[src/rtl/bcd_pkg.sv]
// Shared types and constants for the sequential binary-to-BCD converter.
package bcd_pkg;

  // Converter FSM states.
  typedef enum logic [1:0] {
    IDLE,
    SHIFT,
    DONE
  } bcd_state_e;

  localparam int unsigned BCD_DIGIT_W    = 4;
  localparam int unsigned BCD_ADJ_THRESH = 5;
  localparam int unsigned BCD_ADJ_ADD    = 3;

endpackage

[src/rtl/bcd_digit_adjust.sv]
// Double-dabble digit correction: adds 3 to a BCD digit of 5 or more so the
// following left shift carries correctly into the next decimal digit.
module bcd_digit_adjust
  import bcd_pkg::*;
(
  input  logic [BCD_DIGIT_W-1:0] digit_i,
  output logic [BCD_DIGIT_W-1:0] digit_o
);

  // Conditional +3 correction.
  always_comb begin
    digit_o = digit_i;
    if (digit_i >= BCD_DIGIT_W'(BCD_ADJ_THRESH)) begin
      digit_o = digit_i + BCD_DIGIT_W'(BCD_ADJ_ADD);
    end
  end

endmodule

[src/rtl/bin_to_bcd_seq.sv]
// Sequential double-dabble binary-to-BCD converter, one iteration per clock.
// Build option: define BIN_TO_BCD_SIGNED_EN to honour signed_in (two's
// complement input, magnitude plus sign). Without it din is always unsigned
// and sign is tied low.
module bin_to_bcd_seq
  import bcd_pkg::*;
#(
  parameter int unsigned n      = 8,
  parameter int unsigned DIGITS = 3
) (
  input  logic                          clk,
  input  logic                          reset,
  input  logic                          start,
  input  logic [n-1:0]                  din,
  input  logic                          signed_in,
  output logic                          busy,
  output logic                          done,
  output logic [BCD_DIGIT_W*DIGITS-1:0] bcd,
  output logic                          sign
);

  localparam int unsigned BcdW = BCD_DIGIT_W * DIGITS;
  localparam int unsigned CntW = $clog2(n + 1);
  localparam logic [CntW-1:0] LastIter = CntW'(n - 1);

  bcd_state_e      state_q, state_d;
  logic [CntW-1:0] cnt_q, cnt_d;
  logic [n-1:0]    mag_q, mag_d;
  logic [BcdW-1:0] work_q, work_d;
  logic [BcdW-1:0] work_adj;
  logic [BcdW-1:0] bcd_q, bcd_d;
  logic [n-1:0]    mag_in;
  logic            neg_in;

`ifdef BIN_TO_BCD_SIGNED_EN
  logic sign_pend_q, sign_pend_d;
  logic sign_q, sign_d;

  // Negative two's complement inputs are converted as their magnitude.
  always_comb begin
    neg_in = signed_in & din[n-1];
    mag_in = neg_in ? (~din) + n'(1) : din;
  end

  assign sign = sign_q;
`else
  logic unused_signed_in;

  // Unsigned build: input taken as-is, sign never set.
  always_comb begin
    neg_in = 1'b0;
    mag_in = din;
  end

  assign unused_signed_in = signed_in | neg_in;
  assign sign             = 1'b0;
`endif

  // Per-digit +3 correction applied before every shift.
  for (genvar i = 0; i < DIGITS; i++) begin : g_adj
    bcd_digit_adjust u_adj (
      .digit_i(work_q[i*BCD_DIGIT_W +: BCD_DIGIT_W]),
      .digit_o(work_adj[i*BCD_DIGIT_W +: BCD_DIGIT_W])
    );
  end

  // Next-state and datapath control.
  always_comb begin
    state_d = state_q;
    cnt_d   = cnt_q;
    mag_d   = mag_q;
    work_d  = work_q;
    bcd_d   = bcd_q;
`ifdef BIN_TO_BCD_SIGNED_EN
    sign_pend_d = sign_pend_q;
    sign_d      = sign_q;
`endif
    unique case (state_q)
      IDLE: begin
        if (start) begin
          mag_d   = mag_in;
          work_d  = '0;
          cnt_d   = '0;
          state_d = SHIFT;
`ifdef BIN_TO_BCD_SIGNED_EN
          sign_pend_d = neg_in;
`endif
        end
      end
      SHIFT: begin
        work_d = {work_adj[BcdW-2:0], mag_q[n-1]};
        mag_d  = {mag_q[n-2:0], 1'b0};
        cnt_d  = cnt_q + CntW'(1);
        // Last iteration loads the outputs directly so done and data align.
        if (cnt_q == LastIter) begin
          bcd_d   = work_d;
          state_d = DONE;
`ifdef BIN_TO_BCD_SIGNED_EN
          sign_d = sign_pend_q;
`endif
        end
      end
      DONE: begin
        state_d = IDLE;
      end
      default: begin
        state_d = IDLE;
      end
    endcase
  end

  // State and datapath registers with synchronous reset.
  always_ff @(posedge clk) begin
    if (reset) begin
      state_q <= IDLE;
      cnt_q   <= '0;
      mag_q   <= '0;
      work_q  <= '0;
      bcd_q   <= '0;
`ifdef BIN_TO_BCD_SIGNED_EN
      sign_pend_q <= 1'b0;
      sign_q      <= 1'b0;
`endif
    end else begin
      state_q <= state_d;
      cnt_q   <= cnt_d;
      mag_q   <= mag_d;
      work_q  <= work_d;
      bcd_q   <= bcd_d;
`ifdef BIN_TO_BCD_SIGNED_EN
      sign_pend_q <= sign_pend_d;
      sign_q      <= sign_d;
`endif
    end
  end

  assign busy = (state_q != IDLE);
  assign done = (state_q == DONE);
  assign bcd  = bcd_q;

endmodule

[config.mk]
export PLATFORM = sky130hd
export DESIGN_NAME = bin_to_bcd_seq
export DESIGN_NICKNAME = d
export VERILOG_FILES = /design/src/rtl/bcd_pkg.sv /design/src/rtl/bcd_digit_adjust.sv /design/src/rtl/bin_to_bcd_seq.sv
export SDC_FILE = /design/constraint.sdc
export NUM_CORES = 1
export LEC_CHECK = 0
export ABC_AREA = 0
export CORE_MARGIN = 2
export CORE_UTILIZATION = 40
export DETAILED_ROUTE_END_ITERATION = 10
export MAX_ROUTING_LAYER = met4
export PLACE_DENSITY = 0.61
export SLEW_MARGIN = 20
export SYNTH_ARGS = -nofsm -noshare
export SYNTH_HDL_FRONTEND = slang
export SYNTH_SLANG_ARGS = --single-unit
[constraint.sdc]
create_clock -name clk -period 1.6 [get_ports clk]
set_input_delay 0.48 -clock clk [delete_from_list [all_inputs] [get_ports clk]]
set_output_delay 0.48 -clock clk [all_outputs]
set_load 0.05 [all_outputs]
== Word-level counts from Yosys, hierarchy flattened ==
Index checks and enable logic that the tools add are counted.
Operators by class
  $add $sub $neg: 4
  order comparisons: 3
  equality and inequality tests: 5
  muxes and demuxes: 12
  reduce and logical (&&, ||, !) cells: 6
Operators with widths (number)
  $pmux 12 s2: 1
  $pmux 8 s2: 1
  $ge 4x3->1 const B: 3
  $mux 12: 1
  $mux 4: 3
  $add 4x2->4 const B: 2
  $mux 8: 1
  $pmux 4 s2: 1
  $reduce_and 2->1: 3
  $add 4x1->4 const B: 1
  $eq 4x3->1 const B: 1
  $mux 2: 2
  $ne 2x2->1 const B: 2
  $pmux 2 s2: 1
  $reduce_bool 2->1: 2
  $add 3x2->3 const B: 1
  $mux 3: 1
  $eq 2x1->1 const B: 1
  $eq 2x2->1 const B: 1
  $logic_not 2->1: 1
Word-level totals
  register bits: 38
  output and inout port bits: 15
  word-level logic and storage cells: 35

== Logic depth before layout (Yosys ltp) ==
Gate-level depths: netlist (run 1).
  depth in word-level cells: 3
  mapped depth: 7
  gate-level depth less buffers: 6

== Cells and area by module ==
A second synthesis (run 1) with hierarchy kept.
Unflattened totals
  cell total of the unflattened synthesis: 191
  area total of the unflattened synthesis: 1875.5 um2
By module, submodules not included
  bin_to_bcd_seq: times used 1, cells each 143, area an instance 1571.5 um2, seq. area each 760.7 um2
  bcd_digit_adjust: times used 3, cells each 16, area an instance 101.3 um2, seq. area each 0.0 um2

== Worst setup path after synthesis (run 1) ==
No wires, ideal clock.
  path kind: register -> output
  from: reg state_q[0]
  to: out done
  data arrival time: 1302 ps
  required time: 1120 ps
  setup slack: -182 ps
  stages on the path, launching flop included: 4
  buffers on the path: 2
  cells stage by stage: dfxtp_1 > buf_6 > clkbuf_1 > nor2b_1
On the way
  cells in the longest elaborated chain, start to end: 1
RTL lines
  from (decl): line bin_to_bcd_seq.sv:26  | bcd_state_e state_q, state_d;
  from (signal assigned): line bin_to_bcd_seq.sv:125  | state_q <= state_d;
  $eq 2x2->1: line bin_to_bcd_seq.sv:138  | assign done = (state_q == DONE);
  to (decl): line bin_to_bcd_seq.sv:17  | output logic done,
No other way between the ends.

== Final worst setup path (run 1) ==
Ends and elaborated chain as after synthesis.

==> results of run 1 <==
## logic make-up (layout without fill, tap and decap cells)
group           after synthesis  count (layout)
mux                           3               3
other cells                   1               1
buf+inv                      21              68
fa+ha+maj                     7               7
compound gates               60              60
xor+xnor                      3               3
flops                        38              38
simple gates                 58              58
## flip-flops by register name, indices dropped and copies added, names as in the netlist
register	count
cnt_q	4
state_q	2
mag_q	8
bcd	12
work_q	12
## where the power goes
group          total, mW  leakage, nW  switching (mW)  internal [mW]
combinational      0.194        0.647          0.0969         0.0975
clock              0.679       0.0482           0.331          0.348
sequential         0.981        0.310          0.0154          0.966
## layout make-up
class / instances / area (um^2) / share of cell area [%]
Clock buffer: 7 / 86.3 / 3.50
Clock inverter: 1 / 5.00 / 0.203
Inverter: 10 / 37.5 / 1.52
Multi-Input combinational cell: 132 / 932 / 37.8
Sequential cell: 38 / 768 / 31.1
Tap cell: 50 / 62.6 / 2.54
Timing Repair Buffer: 50 / 576 / 23.3
## layer usage
| metal | routed length [um] | GRT usage, % | part of all wire, % | up-vias |
|---|---|---|---|---|
| li1 | - | - | - | 777 |
| met1 | 2080 | 25.2 | 49 | 717 |
| met2 | 2010 | 29.2 | 47 | 19 |
| met3 | 102 | 3.49 | 2.4 | 7 |
| met4 | 61 | 6.41 | 1.4 | 0 |
| met5 | 0 | - | 0 | - |
## worst max-delay path by stage
stage,from,endpoint,slack [ps],cells after the start
2_1_floorplan,state_q[0],done,70,3
3_3_place_gp,start,mag_q[5],-180,6
4_1_cts,state_q[0],busy,30,3
3_5_place_dp,start,mag_q[6],-190,6
6_report,state_q[0],done,40,3
5_1_grt,work_q[9],work_q[10],-40,7
## what timing repair did
item	CTS	global route
pin swaps	0	1
setup buffers	0	2
endpoints found under the hold margin	0	0
cloned	0	0
gates resized for setup	4	13
endpoints found under the setup margin	3	13
## per-stage QoR
step                      instance area [um^2]  std cells
after CTS                                 2400        286
final                                     2470        288
after global placement                    2290        278
after floorplan                           1730        191
after detailed placement                  2290        278
after global routing                      2470        288
## placed cells by master (no fill, tap or decap), types with 2 or more instances in the layout
cell              n
dfxtp_1          34
buf_4            26
nor2_1           18
buf_12           14
nand2_1          11
clkdlybuf4s50_1  10
inv_1             9
o21ai_0           9
a21oi_1           9
ha_1              7
a21o_1            6
a22o_1            6
o22ai_1           6
clkbuf_8          6
nor3b_1           5
a211oi_1          5
nand2b_1          4
nand3_1           4
nor3_1            4
nor2b_1           3
o221a_2           3
o31ai_1           3
a32o_1            3
dfxtp_2           3
nor2_2            2
a211oi_2          2
mux2i_2           2
and3_1            2
xnor2_1           2
a32oi_1           2
==> results.md, run 1 <==
* Hold_sp: mag_q[1]
* CP delay by family, top: flip-flops
* Most common library cells after synthesis: dfxtp_1 (38), nor2_1 (20), nand2_1 (11)
* Antenna-violating nets left at 0
* Hold depth at 1
* Complex-gate fraction of the synthesized area at 25.0%
* CTS tree: yes
* Final setup viols at 0
* Crit-path cells: buf_4 -> nor2b_4 -> buf_12
* Syn Area/Cell at 9.07 um^2
* Detail-routed via count per cell at ~5.3
* # fillers at 340
* Adder-cell share of the synthesized area at 5.06%
* Setup crit end kind: primary output
* Final HPWL DP at roughly 3.1 mm
* Hold_ws at 483 ps
* VDD IR max at 0.396 mV
* Detailed Routing Iterations Pass 1 at 4
* Top_reg_cell synth: dfxtp_1
* RR Endpoint: work_q[10]
* Startpoint types: register
* Post-Route WL at ~4.3 mm
* I/O pin count at 27
* Reg2Reg Depth at 7
* CTS sink count at 38
* XOR/XNOR Fraction of Synth Area at 1.52%
* Port-buffer cells at 24
* Register-to-register path setup slack at 70 ps
* Skew-Pair Late Insertion Delay at 290 ps
* Diodes inserted at 0
* Hold Fails Final Rpt at 0
* Period Utilization, post-route at 97.5%
* Run status: completed
* Area Overhead vs Synth at 42.5%
* Layout Utilization at 60.4%
* Slowest cell on the critical path: dfxtp_4
* Max Fclk at 0.641 GHz
* Worst path arrival time at roughly 1100 ps
* Final worst path period need at 1560 ps
* Initial DRC Count at 86
* Vias in the first global route at 1,536
* Register area share after synthesis at a little over two fifths
* Area leader, netlist: dfxtp_1
* H-tree levels at 2
* Synth area leaders: dfxtp_1 (44%), ha_1 (5.1%), nor2_1 (4.3%)
* Hold crit path type: reg2reg
* Power, Total at 1.85 mW
* Initial core utilization at 42.4%
* Fin. max-slew vios at 0
* EDFF count, synth at 0
* P_leak at 1.01 nW
* Worst R2R Start: work_q[9]
* Clock buffer depth at 2
* Setup ws final at 39.4 ps
* CTS root buffer: clkbuf_8
* Buf/Inv on CP at 2
* Setup WS pre-CTS at -195 ps
* Initial antenna violation count at 0
* Drc violations at 0
* Overflow after GRT at 0
* First-pass GRT wire length at 7.29 mm
* Simple-gate portion of the synthesized area at 16.5%
* Most frequent cell after synthesis: dfxtp_1
* Critical path's largest stage delay at around 370 ps
* # nets final at 256
* CP Class: reg2out
* Critical path required time at 1120 ps
* CTS Buf Count at 5
* Async SR Flop Fraction at 0%
* PwrDens at 751 nW/um^2
* Main combinational cell family by area after synthesis: compound AO/OA/AOI/OAI gates
* Maxcap violations at 0
* Post-synth top area share at 43.9%
* RePlAce Congestion at between 0.8 and 0.9
* Die width at 69.8 um
* Syn_nets at 210
* Largest net degree at the start of global routing at 12
* Die Height at 69.8 um
* Setup TNS at 0 ps
* Core area at approximately 4100 um^2
* Clk slew on worst S/H paths at 70 ps
* Mapped Area at between 1500 and 2000 um^2
* Library cells used by synthesis at 39
* Cell Rows at 23
* Post-synthesis register bit count at 38
* Hold EP: mag_q[1]
* Crit Path Max Fanout at 8
* Share of cells above drive strength 1 at between 20% and 30%
* Total number of vias at 1,520
* Avg WL per Cell at roughly 15 um
* Synthesized instance count at 191
* Mux share of post-synthesis cell area at 1.81%
* Yosys warns at 0
* Clock Skew at 7.13 ps
* Total GRT Usage at 19.0%
* # hold bufs at CTS at 0
* Die area at around 4900 um^2
Note: power is estimated with default switching activity, not from simulation.
==> run 2, diff against run 1 <==
--- a/config.mk
+++ b/config.mk
@@ -6,6 +6,7 @@
 export NUM_CORES = 1
 export LEC_CHECK = 0
 export ABC_AREA = 0
+export CAP_MARGIN = 20
 export CORE_MARGIN = 2
 export CORE_UTILIZATION = 40
 export DETAILED_ROUTE_END_ITERATION = 10
==> results of run 2 <==
Same layout as run 1: the final DEF is identical, and so are final timing and power.
==> run 3, diff against run 2 <==
--- a/config.mk
+++ b/config.mk
@@ -10,6 +10,7 @@
 export CORE_MARGIN = 2
 export CORE_UTILIZATION = 40
 export DETAILED_ROUTE_END_ITERATION = 10
+export GPL_TIMING_DRIVEN = 0
 export MAX_ROUTING_LAYER = met4
 export PLACE_DENSITY = 0.61
 export SLEW_MARGIN = 20
==> run 3 against run 2 <==
Effect of this change: wire length grew 6.9%; the run now ends with setup timing left; critical path depth grew 1; maximum frequency shrank 4.4%; largest power group unchanged; largest cell class unchanged.
==> results.md, run 3 (synthesis results as in run 1) <==
* Total number of vias at 1,543 (+1.5%)
* Startpoint types: register
* Run status: finished with violations
* Setup ws final at -32.3 ps (-71.7 ps)
* Drc violations at 0 (unchanged)
* First-pass GRT wire length at 7.14 mm (-2.0%)
* Register-to-register path setup slack at 30 ps (-40 ps)
* Core area at 4090 um^2 (unchanged)
* Worst R2R Start: state_q[0]
* Initial DRC Count at 89 (+3.5%)
* Final HPWL DP at 3.02 mm (-4.1%)
* Fin. max-slew vios at 0 (unchanged)
* Vias in the first global route at 1,496 (-2.6%)
* P_leak at 0.917 nW (-8.7%)
* I/O pin count at 27 (unchanged)
* CTS Buf Count at 5 (unchanged)
* Final worst path period need at 1630 ps (+71.7 ps)
* Detail-routed via count per cell at 5.53 (+4.8%)
* Clock Skew at 7.72 ps (+0.582 ps)
* Worst path arrival time at 1150 ps (+70 ps)
* VDD IR max at 0.636 mV (+61%)
* Largest net degree at the start of global routing at 12 (unchanged)
* Setup crit end kind: primary output
* RSZ-0062 raised after global routing: true
* # fillers at 373 (+9.7%)
* Worst slew pin tran at around 700 ps
* Initial antenna violation count at 0 (unchanged)
* Total GRT Usage at 19.0% (about the same)
* CP Class: reg2out
* Share of cells above drive strength 1 at 28.4% (-0.61 points)
* Die width at 69.8 um (unchanged)
* Cell Rows at 23 (unchanged)
* Crit Path Max Fanout at 5 (-3)
* Rel. slew slack at 53.3%
* Hold Fails Final Rpt at 0 (unchanged)
* Maxcap violations at 0 (unchanged)
* Die area at 4870 um^2 (unchanged)
* # hold bufs at CTS at 0 (unchanged)
* Commonest non-fill, non-tap cells in the layout: dfxtp_1 (33), nor2_1 (18), clkdlybuf4s15_2 (12)
* Period Utilization, post-route at 102% (+4.5 points)
* Avg WL per Cell at 16.3 um (+10%)
* Layout Utilization at 56.9% (-3.5 points)
* Detailed Routing Iterations Pass 1 at 5 (+1)
* H-tree levels at 2 (unchanged)
* Final setup viols at 1 (+1)
* Setup TNS at -32.3 ps (-32.3 ps)
* Failing checks: setup timing
* # nets final at 247 (-3.5%)
* Area Overhead vs Synth at 34.2%
* Setup WS pre-CTS at -495 ps (-300 ps)
* Number of cells after detailed placement at 264 (-5.0%)
* Skew-Pair Late Insertion Delay at 290 ps (about the same)
* Max Fclk at 0.613 GHz (-4.4%)
* Overflow after GRT at 0 (unchanged)
* CTS root buffer: clkbuf_8
* Antenna-violating nets left at 0 (unchanged)
* Clock buffer depth at 2 (unchanged)
* Origin of the worst setup path: state_q[0]
* PwrDens at 799 nW/um^2 (+6.3%)
* Hold_sp: bcd[10]
* Post-Route WL at 4.55 mm (+6.9%)
* CP endpoint: done
* CTS tree: yes
* Reg2Reg Depth at 5 (-2)
* Hold crit path type: reg2reg
* Port-buffer cells at 23 (-4.2%)
* CTS sink count at 38 (unchanged)
* Power, Total at 1.86 mW (+0.14%)
* Most common cell after layout, fill and taps aside: dfxtp_1
* Clk slew on worst S/H paths at 70 ps (about the same)
* RePlAce Congestion at 0.845 (-2.4%)
* Critical path required time at 1120 ps (about the same)
* Initial core utilization at 42.4% (unchanged)
* Die Height at 69.8 um (unchanged)
* RR Endpoint: work_q[3]
* Diodes inserted at 0 (unchanged)
* Post-Layout Cell Count at 279 (-3.1%)
[run 3: cell types whose count changed in the layout (fill, tap and decap cells not counted), moves of 2 or more]
cell             previous run  this run
clkdlybuf4s15_2             0        12
a211oi_1                    5         3
a211oi_2                    2         4
buf_6                       0         4
clkbuf_1                    1         3
buf_12                     14         0
buf_4                      26         8
buf_8                       0         3
buf_2                       0         2
[run 3: layout make-up]
| type | instances | area [um^2] | area share, % |
|---|---|---|---|
| Clock inverter | 1 | 5.00 | 0.215 |
| Buffer | 11 | 96.3 | 4.15 |
| Sequential cell | 38 | 769 | 33.1 |
| Timing Repair Buffer | 30 | 302 | 13.0 |
| Tap cell | 50 | 62.6 | 2.69 |
| Clock buffer | 7 | 86.3 | 3.72 |
| Inverter | 10 | 37.5 | 1.62 |
| Multi-Input combinational cell | 132 | 965 | 41.5 |
[run 3: where the power goes]
group / switching (mW) / internal, mW / total, mW / leakage, nW
sequential: 0.0147 / 0.965 / 0.980 / 0.310
combinational: 0.105 / 0.0897 / 0.194 / 0.559
clock: 0.335 / 0.348 / 0.683 / 0.0482
[run 3: layer usage]
metal / track usage (%) / share of wire, % / up-vias / routed length (um)
li1: - / - / 765 / -
met1: 23.1 / 45 / 724 / 2040
met5: - / 0 / - / 0
met3: 6.10 / 3.9 / 13 / 179
met4: 7.48 / 2.2 / 0 / 102
met2: 29.2 / 49 / 41 / 2230
[run 3: worst min path at each step]
stage | endpoint | depth (start not counted)
5_1_grt | bcd[0] | 2
3_3_place_gp | mag_q[5] | 1
2_1_floorplan | mag_q[4] | 2
6_report | bcd[10] | 1
4_1_cts | bcd[0] | 2
3_5_place_dp | mag_q[4] | 2
[run 3: repair_timing]
action,in CTS,in global routing
endpoints found under the setup margin,32,16
pin swaps,0,1
setup buffers,0,6
cloned,0,1
resized for setup,61,30
[run 3: through the flow]
step	cell area, um^2	hold slack, ps
final	2320	479
after global routing	2320	497
after CTS	2170	487
after detailed placement	2030	468
after global placement	2030	463
after floorplan	1730	426
[run 3: critical path, stage by stage, from the launching register on]
cell	delay, ps
dfxtp_2	330
buf_6	130
buf_8	120
nor2b_4	120
buf_8	150
